File: config.mk
export PLATFORM = sky130hd
export DESIGN_NAME = qspi_cont_read_master
export DESIGN_NICKNAME = d
export VERILOG_FILES = /design/src/rtl/qspi_cont_read_master.sv
export SDC_FILE = /design/constraint.sdc
export NUM_CORES = 1
export LEC_CHECK = 0
export ABC_AREA = 1
export BUFFER_PORTS_ARGS = -buffer_cell sky130_fd_sc_hd__buf_2
export CORE_UTILIZATION = 57
export DETAILED_ROUTE_END_ITERATION = 10
export PLACE_DENSITY = 0.83
export RECOVER_POWER = 50
export SETUP_SLACK_MARGIN = 0.1
export SLEW_MARGIN = 10
export SYNTH_ARGS = -nofsm -noshare
export SYNTH_HDL_FRONTEND = slang
export SYNTH_SLANG_ARGS = --single-unit
File: constraint.sdc
create_clock -name clk -period 2.5 [get_ports clk]
set_input_delay 0.375 -clock clk [delete_from_list [all_inputs] [get_ports clk]]
set_output_delay 0.375 -clock clk [all_outputs]
set_load 0.02 [all_outputs]
File: src/rtl/qspi_cont_read_master.sv
// QSPI Quad I/O continuous-read initiator. Each request runs one framed read
// (address, mode, turnaround, data) and streams received bytes as single-cycle pulses.
module qspi_cont_read_master #(
    parameter logic [7:0] MODE_BYTE      = 8'hA0,
    parameter int         DUMMY_NIBBLES  = 4,
    parameter int         LEN_W          = 8,
    parameter int         CS_HIGH_CYCLES = 2
) (
    input  logic             clk,
    input  logic             rst,
    input  logic             req_valid,
    output logic             req_ready,
    input  logic [23:0]      req_addr,
    input  logic [LEN_W-1:0] req_len,
    output logic             rd_valid,
    output logic [7:0]       rd_data,
    output logic             rd_last,
    output logic             busy,
    output logic             spi_clk,
    output logic             spi_cs_n,
    output logic [3:0]       spi_data_out,
    output logic [3:0]       spi_data_oe,
    input  logic [3:0]       spi_data_in
);

    localparam int CNT_W = 8;
    localparam logic [LEN_W:0] ONE_BYTE = (LEN_W + 1)'(1);

    typedef enum logic [2:0] {
        IDLE,
        START,
        ADDR,
        MODE,
        DUMMY,
        DATA,
        GAP
    } state_t;

    state_t           state;
    state_t           next_state;
    logic [CNT_W-1:0] nib_cnt;
    logic [CNT_W-1:0] gap_cnt;
    logic [31:0]      shift_reg;
    logic [LEN_W:0]   byte_rem;
    logic [3:0]       hi_nib;
    logic             nib_lo;

    assign req_ready = (state == IDLE);
    assign busy      = (state != IDLE);

    always_ff @(posedge clk or posedge rst) begin
        if (rst) state <= IDLE;
        else     state <= next_state;
    end

    // Phase changes are only taken when spi_clk is high, i.e. on the edge that
    // drives it low, so outgoing nibbles stay stable across the following rise.
    always_comb begin
        // NOTE: next_state gets a default before the case so no latch is inferred.
        next_state = state;
        case (state)
            IDLE:  if (req_valid) next_state = START;
            START: next_state = ADDR;
            ADDR:  if (spi_clk && nib_cnt == CNT_W'(6)) next_state = MODE;
            MODE:  if (spi_clk && nib_cnt == CNT_W'(2))
                       next_state = (DUMMY_NIBBLES == 0) ? DATA : DUMMY;
            DUMMY: if (spi_clk && nib_cnt == CNT_W'(DUMMY_NIBBLES)) next_state = DATA;
            DATA:  if (spi_clk && byte_rem == '0) next_state = GAP;
            GAP:   if (gap_cnt == CNT_W'(CS_HIGH_CYCLES - 1)) next_state = IDLE;
            default: next_state = IDLE;
        endcase
    end

    // NOTE: all registered state uses non-blocking assignments so every flop
    // sees the pre-edge values of the others.
    always_ff @(posedge clk or posedge rst) begin
        if (rst) begin
            spi_clk      <= 1'b0;
            spi_cs_n     <= 1'b1;
            spi_data_out <= 4'h0;
            spi_data_oe  <= 4'h0;
            rd_valid     <= 1'b0;
            rd_last      <= 1'b0;
            rd_data      <= 8'h00;
            shift_reg    <= '0;
            byte_rem     <= '0;
            hi_nib       <= 4'h0;
            nib_lo       <= 1'b0;
            nib_cnt      <= '0;
            gap_cnt      <= '0;
        end else begin
            rd_valid <= 1'b0;
            rd_last  <= 1'b0;
            case (state)
                IDLE: begin
                    if (req_valid) begin
                        shift_reg <= {req_addr, MODE_BYTE};
                        byte_rem  <= (req_len == '0) ? {1'b1, {LEN_W{1'b0}}} : {1'b0, req_len};
                    end
                end
                START: begin
                    spi_cs_n     <= 1'b0;
                    spi_data_oe  <= 4'hF;
                    spi_data_out <= shift_reg[31:28];
                    shift_reg    <= {shift_reg[27:0], 4'h0};
                    nib_cnt      <= '0;
                    gap_cnt      <= '0;
                    nib_lo       <= 1'b0;
                end
                ADDR, MODE, DUMMY, DATA: begin
                    spi_clk <= ~spi_clk;
                    if (!spi_clk) begin
                        nib_cnt <= nib_cnt + CNT_W'(1);
                        if (state == DATA) begin
                            nib_lo <= ~nib_lo;
                            if (!nib_lo) begin
                                hi_nib <= spi_data_in;
                            end else begin
                                rd_valid <= 1'b1;
                                rd_data  <= {hi_nib, spi_data_in};
                                rd_last  <= (byte_rem == ONE_BYTE);
                                byte_rem <= byte_rem - ONE_BYTE;
                            end
                        end
                    end else begin
                        if (next_state != state) nib_cnt <= '0;
                        if (state == ADDR || state == MODE) begin
                            if (next_state == DUMMY || next_state == DATA) begin
                                spi_data_oe  <= 4'h0;
                                spi_data_out <= 4'h0;
                            end else begin
                                spi_data_out <= shift_reg[31:28];
                                shift_reg    <= {shift_reg[27:0], 4'h0};
                            end
                        end
                        if (next_state == GAP) spi_cs_n <= 1'b1;
                    end
                end
                GAP: gap_cnt <= gap_cnt + CNT_W'(1);
                default: ;
            endcase
        end
    end

endmodule
==> impl_metrics.yaml <==
run_status:
  status: "finished, final reports clean"
detailed_routing:
  drt-total-wl_mm: 9.098
  vias_per_cell: 5.226
  ant_nets: 0
  drt-wirelength-per-cell_um: 12.92
  drt_iter0_markers: 270
  detail_route.first_pass.iterations: 5
  num_vias: 3679
  drc: 0
worst_setup_path:
  worst-r2r-cell-count: 10
  worst_setup_path_end_kind: "flop"
  crit_chain: "inv_2 > ha_1 > buf_4 > nand2_1 > inv_1 > nor2_1 > nand4_2 > clkinvlp_2 > o211ai_1 > o21ai_0"
  slowest_stage: "dfrtp_2"
  cpPeakStageDelay_ps: 440
  crit_fanout: 16
  crit_family: "buffers and inverters"
  cp.required_ps: 2730
  crit_arrival_ps: 2430
  worst-path-stages: 10
  path_class: "reg2reg"
  path_buf_inv: 4
  critPathLaunchType: "flop"
  crit_path_start: "state[2]$_DFF_PP0_"
  r2r-start: "state[2]$_DFF_PP0_"
timing:
  period_share: 0.8796
  maxSlewViolCount: 0
  hold_slack_ps: 252.4
  rsz0062_at_grt: "no"
  hold_violations: 0
  finalCriticalPeriod_ps: 2199
  setup_viol: 0
  fin_skew_ps: 7.984
  fmax_ghz: 0.4547
  relSlewSlack: 0.1826
  worstMarginPinSlew_ps: 1225
  tns_ps: 0
die:
  die_w_um: 87.74
  rows: 30
  dieArea_sq_um: 7698
  core_region_area_sq_um: 6944
  start_util: 0.6034
  ioPinCount: 61
  die_y_um: 87.74
grt:
  grt_max_degree: 34
  grt_pass1_vias: 3576
  grt-ovfl-total: 0
  grt_pass1_wl_mm: 15.58
  antenna_found_initial: 0
  grt_use_total: 0.2616
placed_design:
  place.gp.congestion: 0.8607
  hpwl_mm: 6.434
  dpl.cell_count: 685
  numPortBuffers: 60
  placed_cell_area_sq_um: 4546
clock_tree:
  cts_tree: "built"
  cts.path.max_buffers: 2
  holdBufCountCts: 0
  clockRootBuffer: "clkbuf_8"
  clk_latency_ps: 350
  ctsHtreeMaxLevel: 3
  cts.sinks: 75
  numCtsBuffers: 9
  clkTransAtPathRegs_ps: 80
yosys:
  yosysTopAreaCell: "dfrtp_1"
  synth.avg_cell_area_sq_um: 7.774
  ys_warn_count: 0
  synth_top_area_share: 0.4419
  netlist_area_sq_um: 4190
  ys_seq_area_frac: 0.4482
  synth-seq-cells: 75
  synth.distinct_cells: 38
  syn-num-nets: 588
  synth_cells: 539
  synth_area_leaders: "dfrtp_1 44%, nand2_1 17%, inv_1 4.6%, nand3_1 4.5%, nand2_2 3.6%"
hold_path:
  hold_path.class: "in2reg"
  hp-start: "req_addr[0]"
  holdPathStages: 3
power:
  p_per_area_nw_per_um2: 529.3
  p_leak_nw: 2.677
  p_total_mw: 2.548
  max-vdd-ir-drop_uv: 337.2
final_layout:
  area_growth_pct: 14.87
  fin_nets: 652
  drive_above_1_share: 0.2188
  fin_area_sq_um: 4813
  num_antenna_cells: 0
  largest_reg_flops: 25
  final_cells: 704
  fillCellCount: 558
run:
  maxCapViolCount: 0
[cells in the mapped netlist (all sizes together)]
library cell / n
a21oi: 3
a22oi: 3
a31o: 1
a31oi: 2
buf: 15
clkbuf: 6
dfrtp: 74
dfstp: 1
ha: 10
inv: 59
mux2: 3
nand2: 213
nand3: 43
nand4: 11
nor2: 40
nor3: 7
nor4: 1
o2111a: 1
o2111ai: 1
o211ai: 4
o21ai: 25
o22ai: 5
o31ai: 3
o32ai: 1
or2: 5
xor2: 2
[what timing repair did]
item / in CTS / in global routing
gates resized for setup: 0 / 4
setup endpoints to repair: 0 / 22
buffers inserted: 0 / 1
[metal layers]
layer	global-route usage	wire length [um]	up-vias
met5	0	0	-
met4	0.1073	171	0
met3	0.04713	420	19
met2	0.4482	4628	119
met1	0.3270	3877	1698
li1	-	-	1843
[metrics by stage]
stage          worst slack [ps]    util
2_1_floorplan             216.7       -
3_3_place_gp              299.3  0.6546
3_5_place_dp              217.4  0.6546
4_1_cts                   181.5  0.6926
5_1_grt                   112.3  0.6932
6_report                  300.9  0.6932
[worst register-to-register path, stage by stage (launching register included)]
cell and delay, ps:
dfrtp_2 440, inv_2 100, ha_1 330, buf_4 210, nand2_1 90, inv_1 110, nor2_1 60, nand4_2 190
clkinvlp_2 290, o211ai_1 150, o21ai_0 100
[cell families after synthesis]
group / share of synthesized area
XOR/XNOR: 0.004181
adder cells (fa/ha/maj): 0.02986
AO/OA/AOI/OAI: 0.07166
buffers and inverters: 0.08809
multiplexers: 0.008062
flip-flops: 0.4482
AND/OR/NAND/NOR: 0.3500
[cell type report]
cell class | instances | area, sq um | share of cell area
multi-input cells | 385 | 1952 | 0.4055
flip-flops and latches | 75 | 1879 | 0.3904
repair buffers | 72 | 367.9 | 0.07642
inverters | 59 | 225.2 | 0.04679
clock inverters | 6 | 136.4 | 0.02833
clock buffers | 10 | 127.6 | 0.02651
well taps | 96 | 120.1 | 0.02495
repair inverters | 1 | 5.005 | 0.001040
[path summary, 6_finish.rpt]
kind / end / slack (ps)
min reg2reg: rd_data[6]$_DFFE_PP0P_ / 480
max in group asynchronous: nib_cnt[6]$_DFFE_PP0P_ / 710
min in group asynchronous: shift_reg[16]$_DFFE_PP0P_ / 340
max reg2reg: byte_rem[1]$_DFFE_PP0P_ / 300
min: shift_reg[8]$_DFFE_PP0P_ / 250
max: byte_rem[1]$_DFFE_PP0P_ / 300
[cell usage in the layout, fill, tap and decap left out, types with 3 or more instances in the layout]
| cell type | instances |
|---|---|
| o31ai_1 | 3 |
| a22oi_1 | 3 |
| nand3_1 | 39 |
| inv_1 | 50 |
| o211ai_1 | 4 |
| nor3_1 | 7 |
| bufinv_16 | 4 |
| buf_4 | 8 |
| a21oi_1 | 3 |
| o21ai_0 | 24 |
| nand2_2 | 24 |
| o22ai_1 | 5 |
| nand2_1 | 186 |
| buf_2 | 54 |
| dfrtp_1 | 73 |
| nand4_1 | 10 |
| clkbuf_1 | 11 |
| clkbuf_8 | 9 |
| nor2_1 | 38 |
| mux2_2 | 3 |
| or2_2 | 3 |
| inv_2 | 8 |
| ha_1 | 10 |
[power breakdown]
part           total, mW  switching [mW]  internal, mW  leakage, nW
sequential          1.23         0.00505          1.22        0.961
clock               1.24           0.470         0.768        0.127
combinational     0.0829          0.0527        0.0302         1.59
Note: power is estimated with default switching activity, not from simulation.
